## src/rtl/imm_gen_pipe_if.sv

```systemverilog
// Purpose: instruction-in / immediate-out stream bundle for imm_gen_pipe.
// Latency: none (wires only).
// Backpressure: valid/ready on both sides; the producer holds data until ready.
interface imm_gen_pipe_if #(
    parameter int XLEN = 32
);
    logic            in_valid;
    logic            in_ready;
    logic [31:0]     in_inst;
    logic            out_valid;
    logic            out_ready;
    logic [XLEN-1:0] out_imm;
    logic [2:0]      out_type;
    logic            out_illegal;

    // Instruction source / immediate consumer side
    modport master (
        output in_valid, in_inst, out_ready,
        input  in_ready, out_valid, out_imm, out_type, out_illegal
    );

    // Decoder side
    modport slave (
        input  in_valid, in_inst, out_ready,
        output in_ready, out_valid, out_imm, out_type, out_illegal
    );
endinterface

```

## src/rtl/imm_gen_pipe.sv

```systemverilog
// Purpose: RV32 immediate decoder feeding a 2-entry head/skid elastic buffer, plus illegal-op counter.
// Latency: 1 cycle from input transfer to out_valid.
// Backpressure: in_ready is registered and drops only when both entries are full; no combinational path from out_ready.
module imm_gen_pipe #(
    parameter int XLEN  = 32,
    parameter int CNT_W = 16
) (
    input  logic             clk,
    input  logic             rst_n,
    imm_gen_pipe_if.slave    bus,
    input  logic             ill_clr,
    output logic [CNT_W-1:0] ill_cnt
);
    if (XLEN != 32 && XLEN != 64) begin : g_xlen_bad
        $error("imm_gen_pipe: XLEN must be 32 or 64");
    end

    localparam logic [2:0] TY_R     = 3'd0;
    localparam logic [2:0] TY_I     = 3'd1;
    localparam logic [2:0] TY_S     = 3'd2;
    localparam logic [2:0] TY_B     = 3'd3;
    localparam logic [2:0] TY_U     = 3'd4;
    localparam logic [2:0] TY_J     = 3'd5;
    localparam logic [2:0] TY_SHAMT = 3'd6;

    localparam logic [1:0] ST_EMPTY = 2'd0;
    localparam logic [1:0] ST_ONE   = 2'd1;
    localparam logic [1:0] ST_TWO   = 2'd2;

    logic [31:0]     inst;
    logic [XLEN-1:0] dec_imm;
    logic [2:0]      dec_type;
    logic            dec_ill;
    logic [5:0]      shamt;

    logic [1:0]      state;
    logic [1:0]      state_nxt;
    logic            rdy_q;
    logic            push;
    logic            pop;

    logic [XLEN-1:0] head_imm;
    logic [2:0]      head_type;
    logic            head_ill;
    logic [XLEN-1:0] skid_imm;
    logic [2:0]      skid_type;
    logic            skid_ill;

    assign inst = bus.in_inst;
    assign push = bus.in_valid && rdy_q;
    assign pop  = (state != ST_EMPTY) && bus.out_ready;

    assign bus.in_ready    = rdy_q;
    assign bus.out_valid   = (state != ST_EMPTY);
    assign bus.out_imm     = head_imm;
    assign bus.out_type    = head_type;
    assign bus.out_illegal = head_ill;

    // Decode the incoming word ahead of the buffer; unknown encodings become illegal with a zero immediate.
    always_comb begin
        dec_imm  = '0;
        dec_type = TY_R;
        dec_ill  = 1'b0;
        shamt    = (XLEN == 64) ? inst[25:20] : {1'b0, inst[24:20]};
        if (inst[1:0] != 2'b11) begin
            dec_ill = 1'b1;
        end else begin
            case (inst[6:2])
                5'b00100: begin
                    if (inst[14:12] == 3'b001 || inst[14:12] == 3'b101) begin
                        dec_type = TY_SHAMT;
                        dec_imm  = XLEN'(shamt);
                    end else begin
                        dec_type = TY_I;
                        dec_imm  = XLEN'($signed(inst[31:20]));
                    end
                end
                5'b00000, 5'b11001: begin
                    dec_type = TY_I;
                    dec_imm  = XLEN'($signed(inst[31:20]));
                end
                5'b01000: begin
                    dec_type = TY_S;
                    dec_imm  = XLEN'($signed({inst[31:25], inst[11:7]}));
                end
                5'b11000: begin
                    dec_type = TY_B;
                    dec_imm  = XLEN'($signed({inst[31], inst[7], inst[30:25], inst[11:8], 1'b0}));
                end
                5'b01101, 5'b00101: begin
                    dec_type = TY_U;
                    dec_imm  = XLEN'($signed({inst[31:12], 12'b0}));
                end
                5'b11011: begin
                    dec_type = TY_J;
                    dec_imm  = XLEN'($signed({inst[31], inst[19:12], inst[20], inst[30:21], 1'b0}));
                end
                5'b01100: begin
                    dec_type = TY_R;
                end
                default: begin
                    dec_ill = 1'b1;
                end
            endcase
        end
    end

    // Occupancy transitions; a full buffer cannot see a push because in_ready is already low.
    always_comb begin
        state_nxt = state;
        case (state)
            ST_EMPTY: if (push) state_nxt = ST_ONE;
            ST_ONE: begin
                if (push && !pop)      state_nxt = ST_TWO;
                else if (!push && pop) state_nxt = ST_EMPTY;
            end
            ST_TWO:   if (pop) state_nxt = ST_ONE;
            default:  state_nxt = ST_EMPTY;
        endcase
    end

    // Buffer state, head/skid payload and registered ready.
    always_ff @(posedge clk) begin
        if (!rst_n) begin
            state     <= ST_EMPTY;
            rdy_q     <= 1'b0;
            head_imm  <= '0;
            head_type <= '0;
            head_ill  <= 1'b0;
            skid_imm  <= '0;
            skid_type <= '0;
            skid_ill  <= 1'b0;
        end else begin
            state <= state_nxt;
            rdy_q <= (state_nxt != ST_TWO);
            if ((state == ST_EMPTY && push) || (state == ST_ONE && push && pop)) begin
                head_imm  <= dec_imm;
                head_type <= dec_type;
                head_ill  <= dec_ill;
            end else if (state == ST_ONE && push) begin
                skid_imm  <= dec_imm;
                skid_type <= dec_type;
                skid_ill  <= dec_ill;
            end else if (state == ST_TWO && pop) begin
                head_imm  <= skid_imm;
                head_type <= skid_type;
                head_ill  <= skid_ill;
            end
        end
    end

    // Saturating count of accepted illegal words; clear wins over a same-cycle increment.
    always_ff @(posedge clk) begin
        if (!rst_n || ill_clr) begin
            ill_cnt <= '0;
        end else if (push && dec_ill && ill_cnt != {CNT_W{1'b1}}) begin
            ill_cnt <= ill_cnt + CNT_W'(1);
        end
    end
endmodule

```

## src/flat_wrapper.sv

```systemverilog
// flat-port wrapper written by rule: the top's interface ports become plain ports
module imm_gen_pipe_flat 
#(
    parameter int XLEN  = 32,
    parameter int CNT_W = 16
)
  (clk, rst_n, ill_clr, ill_cnt, bus_in_valid, bus_in_inst, bus_out_ready, bus_in_ready, bus_out_valid, bus_out_imm, bus_out_type, bus_out_illegal);
  imm_gen_pipe_if #(.XLEN(XLEN)) bus_i ();
  input  logic clk;
  input  logic rst_n;
  input  logic ill_clr;
  output logic [CNT_W-1:0] ill_cnt;
  input wire logic [$bits(bus_i.in_valid)-1:0] bus_in_valid;
  input wire logic [$bits(bus_i.in_inst)-1:0] bus_in_inst;
  input wire logic [$bits(bus_i.out_ready)-1:0] bus_out_ready;
  output wire logic [$bits(bus_i.in_ready)-1:0] bus_in_ready;
  output wire logic [$bits(bus_i.out_valid)-1:0] bus_out_valid;
  output wire logic [$bits(bus_i.out_imm)-1:0] bus_out_imm;
  output wire logic [$bits(bus_i.out_type)-1:0] bus_out_type;
  output wire logic [$bits(bus_i.out_illegal)-1:0] bus_out_illegal;
  assign bus_i.in_valid = bus_in_valid;
  assign bus_i.in_inst = bus_in_inst;
  assign bus_i.out_ready = bus_out_ready;
  assign bus_in_ready = bus_i.in_ready;
  assign bus_out_valid = bus_i.out_valid;
  assign bus_out_imm = bus_i.out_imm;
  assign bus_out_type = bus_i.out_type;
  assign bus_out_illegal = bus_i.out_illegal;
  imm_gen_pipe #(.XLEN(XLEN), .CNT_W(CNT_W)) u_core (.clk(clk), .rst_n(rst_n), .bus(bus_i), .ill_clr(ill_clr), .ill_cnt(ill_cnt));
endmodule
```

## config.mk

```make
export PLATFORM = sky130hd
export DESIGN_NAME = imm_gen_pipe_flat
export DESIGN_NICKNAME = d
export VERILOG_FILES = /design/src/rtl/imm_gen_pipe_if.sv /design/src/rtl/imm_gen_pipe.sv /design/src/flat_wrapper.sv
export SDC_FILE = /design/constraint.sdc
export NUM_CORES = 1
export LEC_CHECK = 0
export CORE_UTILIZATION = 50
export CTS_CLUSTER_SIZE = 14
export DETAILED_ROUTE_END_ITERATION = 10
export PLACE_DENSITY = 0.79
export RECOVER_POWER = 25
export SLEW_MARGIN = 30
export SYNTH_ARGS = -nofsm -noshare
export SYNTH_HDL_FRONTEND = slang
export SYNTH_SLANG_ARGS = --single-unit
export TNS_END_PERCENT = 10
```

## constraint.sdc

```tcl
create_clock -name clk -period 2.1 [get_ports clk]
set_clock_uncertainty 0.05 [all_clocks]
set_input_delay 0.315 -clock clk [delete_from_list [all_inputs] [get_ports clk]]
set_output_delay 0.315 -clock clk [all_outputs]
set_load 0.005 [all_outputs]
```

Word-level counts from Yosys, hierarchy flattened
Cells that the tools add are included.
- memories kept: 0
- bits in latches: 0
- input bits: 37
- output and inout port bits: 54
- bits in writable memories: 0
- register bits: 91
- bits in read-only memories: 0
- word-level logic and storage cells: 74
- shift operators: 0
- multipliers: 0
- order comparisons: 0
- mux-type cells: 22
- add/subtract/negate cells: 1
- divide/modulo/power cells: 0
- bitwise operators: 1
- eq/ne operators: 16
- reduce and logical (&&, ||, !) cells: 25
- operators by type and width (operator ; count):
    $pmux W32 S6 ; 1
    $mux W32 ; 5
    $pmux W3 S6 ; 1
    $add A16 B1 Y16 const B ; 1
    $ne A16 B16 Y1 const B ; 1
    $eq A5 B4 Y1 const B ; 3
    $eq A5 B5 Y1 const B ; 3
    $mux W3 ; 5
    $eq A5 B3 Y1 const B ; 2
    $logic_and A1 B1 Y1 ; 10
    $reduce_or A9 Y1 ; 1
    $mux W2 ; 4
    $ne A2 B2 Y1 const B ; 3
    $pmux W2 S3 ; 1
    $logic_not A5 Y1 ; 1
    $mux W1 ; 5
    $reduce_and A2 Y1 ; 2
    $reduce_bool A2 Y1 ; 2
    $reduce_or A2 Y1 ; 2
    $eq A3 B1 Y1 const B ; 1
    $eq A3 B3 Y1 const B ; 1
    $logic_not A1 Y1 ; 3
    $logic_or A1 B1 Y1 ; 3
    $eq A2 B1 Y1 const B ; 1
    3 further kinds ; 3

Logic depth before layout (Yosys ltp)
Gate-level depths: netlist (run 1).
- depth in word-level cells: 7
- depth in mapped cells: 8
- gate-level depth less buffers: 6

Worst setup path before layout (run 1)
Ideal clock, no wire load.
- kind: in2reg
- start: input bus_in_inst[6]
- end: register u_core.head_imm[21] (netlist: u_core.bus.out_imm[21])
- buffers on the path: 2
- cell stages on the path: 7
- required time: 1.981 ns
- data arrival time: 1.762 ns
- slack: 0.219 ns
- setup time: 0.069 ns
- cell sequence: buf_2 > or2_1 > a2111o_1 > nand2_2 > nand3_4 > buf_2 > o21ai_1
- cells in the longest elaborated chain, start to end: 5
- elaborated cells between the ends (all ways): 13
- classes of those cells: eq/ne: 7; mux: 3; reduce/logical: 3
- ends and longest elaborated chain (item ; line ; source):
    from (decl) ; flat_wrapper.sv:14 ; input wire logic [$bits(bus_i.in_inst)-1:0] bus_in_inst;
    $eq A5 B4 Y1, or another cell as far along ; imm_gen_pipe.sv:68 ; case (inst[6:2])
    $reduce_or A2 Y1 ; -- ;
    $pmux W32 S6 (*) ; imm_gen_pipe.sv:68 ;
    $mux W32 (*) ; imm_gen_pipe.sv:65 ; if (inst[1:0] != 2'b11) begin
    $mux W32 (*) ; imm_gen_pipe.sv:136 ; if ((state == ST_EMPTY && push) || (state == ST_ONE && push && pop)) begin
    to (signal assigned) ; imm_gen_pipe.sv:137 ; head_imm <= dec_imm;
    to (signal assigned) ; imm_gen_pipe.sv:145 ; head_imm <= skid_imm;
    to (decl) ; imm_gen_pipe.sv:42 ; logic [XLEN-1:0] head_imm;
Mark *: on every way between the ends. The rest lies on a longest branch, timed or not.
A chain may end at the register's enable or synchronous reset.

Worst setup path in the final report (run 1)
- start: input bus_in_inst[6]
- end: register u_core.ill_cnt[8]
- cells in the longest elaborated chain, start to end: 6
- elaborated cells between the ends (all ways): 14
- classes of those cells: eq/ne: 8; mux: 2; reduce/logical: 4
- ends and longest elaborated chain (item ; line ; source):
    $eq A5 B5 Y1, or another cell as far along ; imm_gen_pipe.sv:68 ;
    $reduce_or A9 Y1 (no source line) (*) ; -- ;
    $mux W1 (*) ; imm_gen_pipe.sv:68 ;
    $mux W1 (*) ; imm_gen_pipe.sv:65 ;
    $logic_and A1 B1 Y1 (*) (2 in series) ; imm_gen_pipe.sv:156 ; end else if (push && dec_ill && ill_cnt != {CNT_W{1'b1}}) begin
    to (signal assigned) ; imm_gen_pipe.sv:157 ; ill_cnt <= ill_cnt + CNT_W'(1);
    to (decl) ; imm_gen_pipe.sv:12 ; output logic [CNT_W-1:0] ill_cnt
Marks and branches as above.

==> flow_summary.ini, run 1 <==
[synth]
ys_types = 64
synth_area_leaders = dfxtp_1, a21oi_1, o21ai_0, nand2_1, a22o_1
syn_avg_cell_area_um2 = 8.54
yosys_register_bits = 91
async_flop_share_pct = 0
yosysMostFrequentCell = dfxtp_1
muxShareOfSynthArea_pct = 2.27
synth_fa_ha_area_share_pct = 0.303
ys.flop_type = dfxtp_1
netlist_top_cells_count = dfxtp_1, a21oi_1, nand2_1, o21ai_0
synth_top_family_by_area = compound AO/OA/AOI/OAI gates
synth_top_area_cell = dfxtp_1
netlist.area_leader.share_pct = 44.1
synth_compound_area_share_pct = 27.9
synth_edf_count = 0
syn-num-nets = 521
ys_seq_area_share_pct = 44.1
netlist_instances = 483
synthSimpleGateAreaFrac_pct = 21.0
syn-cell-area_um2 = 4130
synth-warning-count = 0
post_synth_xor_area_fraction_pct = 0.212

[grt]
grt_pass1_vias = 4164
grt_start_max_net_pins = 35
overflow = 0
grt_util_all_layers_pct = 28.8
antenna_found_initial = 0
grt_pass1_wl_um = 19800

[sta]
hold_viol = 0
setup_tns_ps = 0
tightest_slew_ps = 438
slew_headroom_pct = 70.8
fin_crit_ps = 1990
period_share_pct = 94.6
drv_slew = 0
max_freq_ghz = 0.503
fin_hold_ws_ps = 401
rsz0062_at_grt = true
setup_viol = 0

[die]
dieWidth_um = 92.8
rows = 32
die-area_um2 = 8620
ios = 91
die_h_um = 92.8
core-area_um2 = 7850
start_util_pct = 52.6

[setup_path]
crit_type = in -> reg
ff2ff_setup_slack_ps = 230
critPathMaxFanout = 10
slowest_stage = or4_1
crit_chain = clkdlybuf4s50_1, and3b_1, a41oi_2, nand3b_2, or4_1, a21oi_1
required_ps = 2340
cp-start-kind = input port
critical_path.endpoint_type = register
critPathMaxStageDelay_ps = 550
arrival_ps = 2230

[routing]
ant_nets = 0
wl_per_cell_um = 17.1
drt-initial-drc-count = 284
via_count = 4340
vias_per_cell = 6.07
finalWirelength_um = 12200
route.detailed.drc = 0
firstDrtPassIters = 5

[clock_network]
worstSkewPairLatency_ps = 360
cts_setup_buffers = 0
postCtsHoldBufs = 0
clkSinkCount = 91
root_buffer = clkbuf_8
clkTransAtPathRegs_ps = 90
h-tree-depth = 3
numCtsBuffers = 9
clockBufferDepth = 2
cts_resized = 0
cts_tree = yes

[pwr]
peakVddDrop_v = 0.000303
powerDensity_nw_per_um2 = 598
p_leak_uw = 0.00217

[cells_and_area]
layout.nets = 646
final_cells = 715
antenna_cells = 0
areaGrowthSynthToFinish_pct = 37.7
design_area_um2 = 5680
drive_gt1_share_pct = 14.7
utilization_pct = 72.4

[outcome]
status = complete, no violations

[flow_run]
max_cap_violations = 0

[placed_design]
dp_cells = 699
placed_area_um2 = 5470
place_hpwl_um = 8780
port_buffers = 90
gp_congestion = 0.883

[hold_path]
hp-class = reg -> reg
power breakdown:
group	leakage, uW	switching (uW)	total [uW]	internal (uW)
sequential	0.000736	15.9	1770	1750
combinational	0.00133	216	427	212
clock	0.0000986	641	1210	565
total	0.00217	872	3400	2530
metrics by stage:
stage          worst slack, ps  power, uW
4_1_cts                   92.9       3420
3_5_place_dp              -268       2230
3_3_place_gp              -197       2220
5_1_grt                  -38.0       3520
6_report                   113       3400
2_1_floorplan              219       1980
flip-flops by register name, summed over array words and instances (netlist names), 2 cells and up:
name / cells
u_core.bus.out_type: 3
u_core.state: 2
u_core.bus.out_imm: 32
u_core.skid_type: 3
u_core.skid_imm: 32
u_core.ill_cnt: 16
worst max-delay path: cells and delay by family:
kind                   cells  cell delay, ps
AO/OA/AOI/OAI              2             430
buffers and inverters      1             480
AND/OR/NAND/NOR            3            1000
cell type report:
class                           instances  area (um2)
Clock buffer                           10         128
Clock inverter                          6        75.1
Fill cell                             616        2170
Inverter                                7        26.3
Multi-Input combinational cell        353        2140
Sequential cell                        91        1820
Tap cell                              102         128
Timing Repair Buffer                  146        1360
logic make-up (layout without fill, tap and decap cells):
family | Yosys count | after routing
mux | 9 | 9
buf+inv | 39 | 169
fa+ha+maj | 1 | 1
simple gates | 158 | 158
xor+xnor | 1 | 1
compound gates | 184 | 184
flops | 91 | 91
final timing paths:
path | cells after the start | from | endpoint
hold / removal | 2 | u_core.skid_imm[11]$_SDFFE_PN0P_ | u_core.skid_imm[11]$_SDFFE_PN0P_
setup reg to reg | 5 | u_core.ill_cnt[3]$_SDFFE_PP0P_ | u_core.ill_cnt[8]$_SDFFE_PP0P_
hold reg to reg | 2 | u_core.skid_imm[11]$_SDFFE_PN0P_ | u_core.skid_imm[11]$_SDFFE_PN0P_
setup / recovery | 6 | bus_in_inst[6] | u_core.ill_cnt[8]$_SDFFE_PP0P_
placed cells by master, fill, tap and decap left out, types with 3 or more instances in the layout:
cell type	count
buf_12	3
o21ai_0	40
mux2i_1	6
o211ai_1	9
nand3_1	13
or3_1	6
clkinv_4	3
and4_1	3
a211oi_1	6
o21ai_1	21
clkbuf_8	9
a22o_1	14
buf_4	52
nand4_1	17
o31ai_1	7
and2_1	6
nand2b_1	6
inv_1	6
a22oi_1	12
and3_1	7
clkdlybuf4s50_1	57
dlygate4sd3_1	33
or4_1	7
nor2b_1	3
nand2_1	53
mux2_2	3
a21oi_1	53
nor2_1	16
dfxtp_1	91
routing by layer:
layer | vias to the layer above | wire length, um | track usage, %
li1 | 2062 | - | -
met1 | 2066 | 5030 | 36.0
met2 | 190 | 6160 | 49.4
met3 | 22 | 764 | 5.50
met4 | 0 | 255 | 9.87
met5 | - | 0 | 0
Note: power is estimated with default switching activity, not from simulation.
==> run 2: changes to the inputs <==
--- a/config.mk
+++ b/config.mk
@@ -10,6 +10,7 @@
 export DETAILED_ROUTE_END_ITERATION = 10
 export PLACE_DENSITY = 0.79
 export RECOVER_POWER = 25
+export REMOVE_ABC_BUFFERS = 1
 export SLEW_MARGIN = 30
 export SYNTH_ARGS = -nofsm -noshare
 export SYNTH_HDL_FRONTEND = slang
==> run 2 against run 1 <==
Sequential cell count unchanged. Register-to-register slack improved by 30 ps. First-iteration DRC count shrank 12%. Total power fell by 3.6%. Sequential power about the same. Worst hold slack got worse by 3.3 ps. Critical path depth is 2 higher. Critical endpoint is now u_core.bus.out_imm[1]$_SDFFE_PN0P_. Largest cell class unchanged. Largest power group unchanged.
==> flow_summary.ini, run 2 (same netlist as run 1, synthesis figures left out) <==
[placed_design]
port_buffers = 90
dp_cells = 695
gp_congestion = 0.918
place_hpwl_um = 8620

[cells_and_area]
most-common-layout-cells = dfxtp_1, clkdlybuf4s50_1, nand2_1, a21oi_1, buf_4
utilization_pct = 72.1
final_common_cell = dfxtp_1
fill_cells = 616
drive_gt1_share_pct = 14.5
layout.nets = 642
areaGrowthSynthToFinish_pct = 37.1
final_cells = 710
antenna_cells = 0

[pwr]
p_leak_uw = 0.00213
peakVddDrop_v = 0.000401
powerDensity_nw_per_um2 = 579

[sta]
fin_crit_ps = 2060
tightest_slew_ps = 484
drv_slew = 0
rsz0062_at_grt = false
slew_headroom_pct = 67.7
hold_viol = 0
period_share_pct = 98.1
setup_viol = 0
max_freq_ghz = 0.485

[die]
rows = 32
core-area_um2 = 7850
die-area_um2 = 8620
dieWidth_um = 92.8
start_util_pct = 52.6
die_h_um = 92.8
ios = 91

[setup_path]
required_ps = 2330
reg2reg_depth = 5
critPathMaxFanout = 8
crit_chain = clkdlybuf4s50_1, buf_4, nor4_2, buf_4, a21o_1, a22o_1, a21oi_1, a211oi_1
slowest_stage = clkdlybuf4s50_1
r2r-start = u_core.ill_cnt[2]$_SDFFE_PP0P_
r2r_end = u_core.ill_cnt[11]$_SDFFE_PP0P_
ff2ff_setup_slack_ps = 260
crit_type = in -> reg
cpMostUsedCell = buf_4
arrival_ps = 2280
critPathMaxStageDelay_ps = 520
worst-path-stages = 8
cp_top_family = buffers and inverters
critPathBufInv = 3
critical_path.endpoint_type = register
cp-start-kind = input port

[grt]
grt_start_max_net_pins = 35
grt_util_all_layers_pct = 28.8
grt_pass1_wl_um = 19700
grt_pass1_vias = 4170
antenna_found_initial = 0
overflow = 0

[flow_run]
max_cap_violations = 0

[clock_network]
root_buffer = clkbuf_8
clkTransAtPathRegs_ps = 100
h-tree-depth = 3
numCtsBuffers = 9
cts_setup_buffers = 0
worstSkewPairLatency_ps = 370
clkSinkCount = 91
postCtsHoldBufs = 0
cts_tree = yes
clockBufferDepth = 2

[hold_path]
whs_endpoint = u_core.skid_imm[11]$_SDFFE_PN0P_
hold_depth = 2
hp-class = reg -> reg
holdCritStartpoint = u_core.skid_imm[11]$_SDFFE_PN0P_

[outcome]
status = complete, no violations

[routing]
via_count = 4288
vias_per_cell = 6.04
ant_nets = 0
route.detailed.drc = 0
drt-initial-drc-count = 250
finalWirelength_um = 12000
firstDrtPassIters = 5
wl_per_cell_um = 16.9
==> run 2: layout make-up <==
cell class                      count  area, um2  area share, %
Multi-Input combinational cell    353       2180           38.5
Clock inverter                      6       48.8          0.863
Tap cell                          102        128           2.26
Clock buffer                        9        124           2.19
Inverter                            7       26.3          0.465
Timing Repair Buffer              142       1330           23.5
Sequential cell                    91       1820           32.2
==> run 2: worst max-delay path by stage <==
stage                               startpoint  slack, ps                                 end
finish                          bus_in_inst[3]         40  u_core.bus.out_imm[1]$_SDFFE_PN0P_
global route                    bus_in_inst[3]          3    u_core.skid_imm[13]$_SDFFE_PN0P_
CTS                             bus_in_inst[2]         20     u_core.ill_cnt[10]$_SDFFE_PP0P_
detailed placement              bus_in_inst[2]       -390     u_core.ill_cnt[11]$_SDFFE_PP0P_
global placement                bus_in_inst[2]       -260     u_core.ill_cnt[13]$_SDFFE_PP0P_
floorplan           u_core.state[1]$_SDFF_PN0_       -210    u_core.skid_imm[10]$_SDFFE_PN0P_
==> run 2: worst min-delay path: stages (launching register included) <==
cell and delay [ps]:
dfxtp_1 320, nand2_1 50, nand2_1 40
==> run 2: per-layer routing <==
layer	global-route usage, %	vias up	share of wire, %
li1	-	2053	-
met1	35.4	2045	43
met2	50.0	165	49
met3	5.09	25	6.2
met4	10.8	0	2.0
met5	0	-	0
==> run 2: where the power goes <==
group	switching [uW]	internal, uW
clock	649	434
combinational	218	209
sequential	16.2	1750
total	884	2390
==> run 2: repair_timing <==
| action | in CTS | in global routing |
|---|---|---|
| gates resized for setup | 1 | 5 |
| setup endpoints to repair | 1 | 44 |
| pin swaps | 0 | 0 |
| cloned | 0 | 0 |
==> run 2: per-stage QoR <==
stage / setup TNS (ps) / instance area (um2) / setup slack (ps) / hold WS [ps] / total power, uW
floorplan: -8180 / 3980 / -211 / 366 / 1950
global placement: -14810 / 5440 / -257 / 377 / 2220
detailed placement: -20570 / 5440 / -389 / 380 / 2230
CTS: 0 / 5620 / 18.1 / 395 / 3280
global route: 0 / 5660 / 2.63 / 424 / 3390
finish: 0 / 5660 / 40.2 / 398 / 3280
==> run 3: changes to the inputs <==
--- a/config.mk
+++ b/config.mk
@@ -5,10 +5,9 @@
 export SDC_FILE = /design/constraint.sdc
 export NUM_CORES = 1
 export LEC_CHECK = 0
-export CORE_UTILIZATION = 50
+export CORE_UTILIZATION = 30
 export CTS_CLUSTER_SIZE = 14
 export DETAILED_ROUTE_END_ITERATION = 10
-export PLACE_DENSITY = 0.79
 export RECOVER_POWER = 25
 export REMOVE_ABC_BUFFERS = 1
 export SLEW_MARGIN = 30
==> run 3 against run 2 <==
Die area grew 65%. First-iteration DRC count decreased by 12%. Non-clock buffer count grew 7. Final cell count increased by 12%. Worst setup slack better by 15 ps. Worst hold slack gained 3.8 ps. Sequential share of layout area decreased by 1.5 points. Total power rose by 15%. Final area increased by 4.8%. Global-route usage is 11 points lower. Routed wire length is 6.2% higher. Critical path type unchanged. Critical endpoint is now u_core.skid_imm[16]$_SDFFE_PN0P_. Highest routed layer unchanged.
==> flow_summary.ini, run 3 (same netlist as run 1, synthesis figures left out) <==
[routing]
via_count = 4234
drt-initial-drc-count = 219
route.detailed.drc = 0
vias_per_cell = 5.35
finalWirelength_um = 12800
ant_nets = 0
wl_per_cell_um = 16.1
firstDrtPassIters = 5

[grt]
grt_util_all_layers_pct = 18.3
grt_start_max_net_pins = 35
grt_pass1_wl_um = 20800
antenna_found_initial = 0
grt_pass1_vias = 4221
overflow = 0

[die]
ios = 91
die-area_um2 = 14200
rows = 42
dieWidth_um = 119
start_util_pct = 30.9
core-area_um2 = 13300
die_h_um = 119

[hold_path]
hp-class = reg -> reg

[setup_path]
required_ps = 2310
critPathMaxFanout = 16
arrival_ps = 2260
ff2ff_setup_slack_ps = 230
crit_type = in -> reg
critical_path.endpoint_type = register
cp-start-kind = input port

[sta]
period_share_pct = 97.4
hold_viol = 0
fin_hold_ws_ps = 401
max_freq_ghz = 0.489
rsz0062_at_grt = true
setup_viol = 0
tightest_slew_ps = 456
drv_slew = 0
fin_crit_ps = 2050
slew_headroom_pct = 69.6

[clock_network]
h-tree-depth = 3
cts_tree = yes
root_buffer = clkbuf_16
clkTransAtPathRegs_ps = 70
worstSkewPairLatency_ps = 340
numCtsBuffers = 9
clkSinkCount = 91
clockBufferDepth = 2

[placed_design]
dp_cells = 776
placed_area_um2 = 5590
gp_congestion = 0.882
place_hpwl_um = 9310
port_buffers = 90

[cells_and_area]
seqCellArea_um2 = 1820
layout.nets = 649
drive_gt1_share_pct = 16.2
areaGrowthSynthToFinish_pct = 43.6
most-common-layout-cells = dfxtp_1, clkdlybuf4s50_1, buf_4
utilization_pct = 44.4
antenna_cells = 0
multi_input_area_um2 = 2180
design_area_um2 = 5920
fill_cells = 1331
final_common_cell = dfxtp_1
final_cells = 792

[pwr]
peakVddDrop_v = 0.000314
powerDensity_nw_per_um2 = 634
p_leak_uw = 0.00222
p_total_uw = 3760

[flow_run]
max_cap_violations = 0

[outcome]
status = complete, no violations
[run 3: changes by cell type in the layout (fill, tap and decap cells not counted), sizes merged]
cell | before | now
inv | 9 | 10
clkinvlp | 3 | 2
dlygate4sd3 | 32 | 31
buf | 51 | 58
clkdlybuf4s50 | 57 | 58
clkinv | 1 | 2
[run 3: final timing paths]
kind / start / end / cells past startpoint
max: bus_in_inst[4] / u_core.skid_imm[16]$_SDFFE_PN0P_ / 7
min: u_core.skid_imm[29]$_SDFFE_PN0P_ / u_core.skid_imm[29]$_SDFFE_PN0P_ / 2
max reg2reg: u_core.ill_cnt[1]$_SDFFE_PP0P_ / u_core.ill_cnt[12]$_SDFFE_PP0P_ / 6
min reg2reg: u_core.skid_imm[29]$_SDFFE_PN0P_ / u_core.skid_imm[29]$_SDFFE_PN0P_ / 2
[run 3: final cells by class]
cell class / instances / area share, %
Clock buffer: 9 / 3.80
Inverter: 7 / 0.444
Timing Repair Buffer: 149 / 23.5
Multi-Input combinational cell: 353 / 36.8
Sequential cell: 91 / 30.7
Clock inverter: 7 / 0.971
Tap cell: 176 / 3.72
[run 3: worst max-delay path, cell delays in order]
cell             delay (ps)
clkdlybuf4s50_1         540
buf_4                   230
or3b_2                  450
a21oi_1                 220
buf_4                   220
a21oi_1                  90
o21ai_0                 180
[run 3: routing by layer]
| metal | share of wire (%) | global-route usage (%) | up-vias | wire [um] |
|---|---|---|---|---|
| met5 | 0 | 0 | - | 0 |
| met2 | 48 | 30.3 | 132 | 6160 |
| li1 | - | - | 2054 | - |
| met3 | 5.0 | 2.78 | 16 | 641 |
| met1 | 45 | 23.5 | 2032 | 5740 |
| met4 | 1.8 | 7.52 | 0 | 227 |
[run 3: through the flow]
stage	worst slack [ps]	TNS (ps)
finish	54.8	0
floorplan	-211	-8180
global route	-8.76	-11.1
detailed placement	-349	-21120
CTS	3.45	0
global placement	-220	-13570
[run 3: what timing repair did]
action,CTS,global route
gates resized for setup,0,11
setup buffers,0,0
hold buffers,0,0
endpoints found under the setup margin,0,54
[run 3: power by group]
| part | internal [uW] | switching [uW] |
|---|---|---|
| logic | 219 | 222 |
| clock network | 819 | 729 |
| registers | 1750 | 16.8 |
| total | 2790 | 968 |
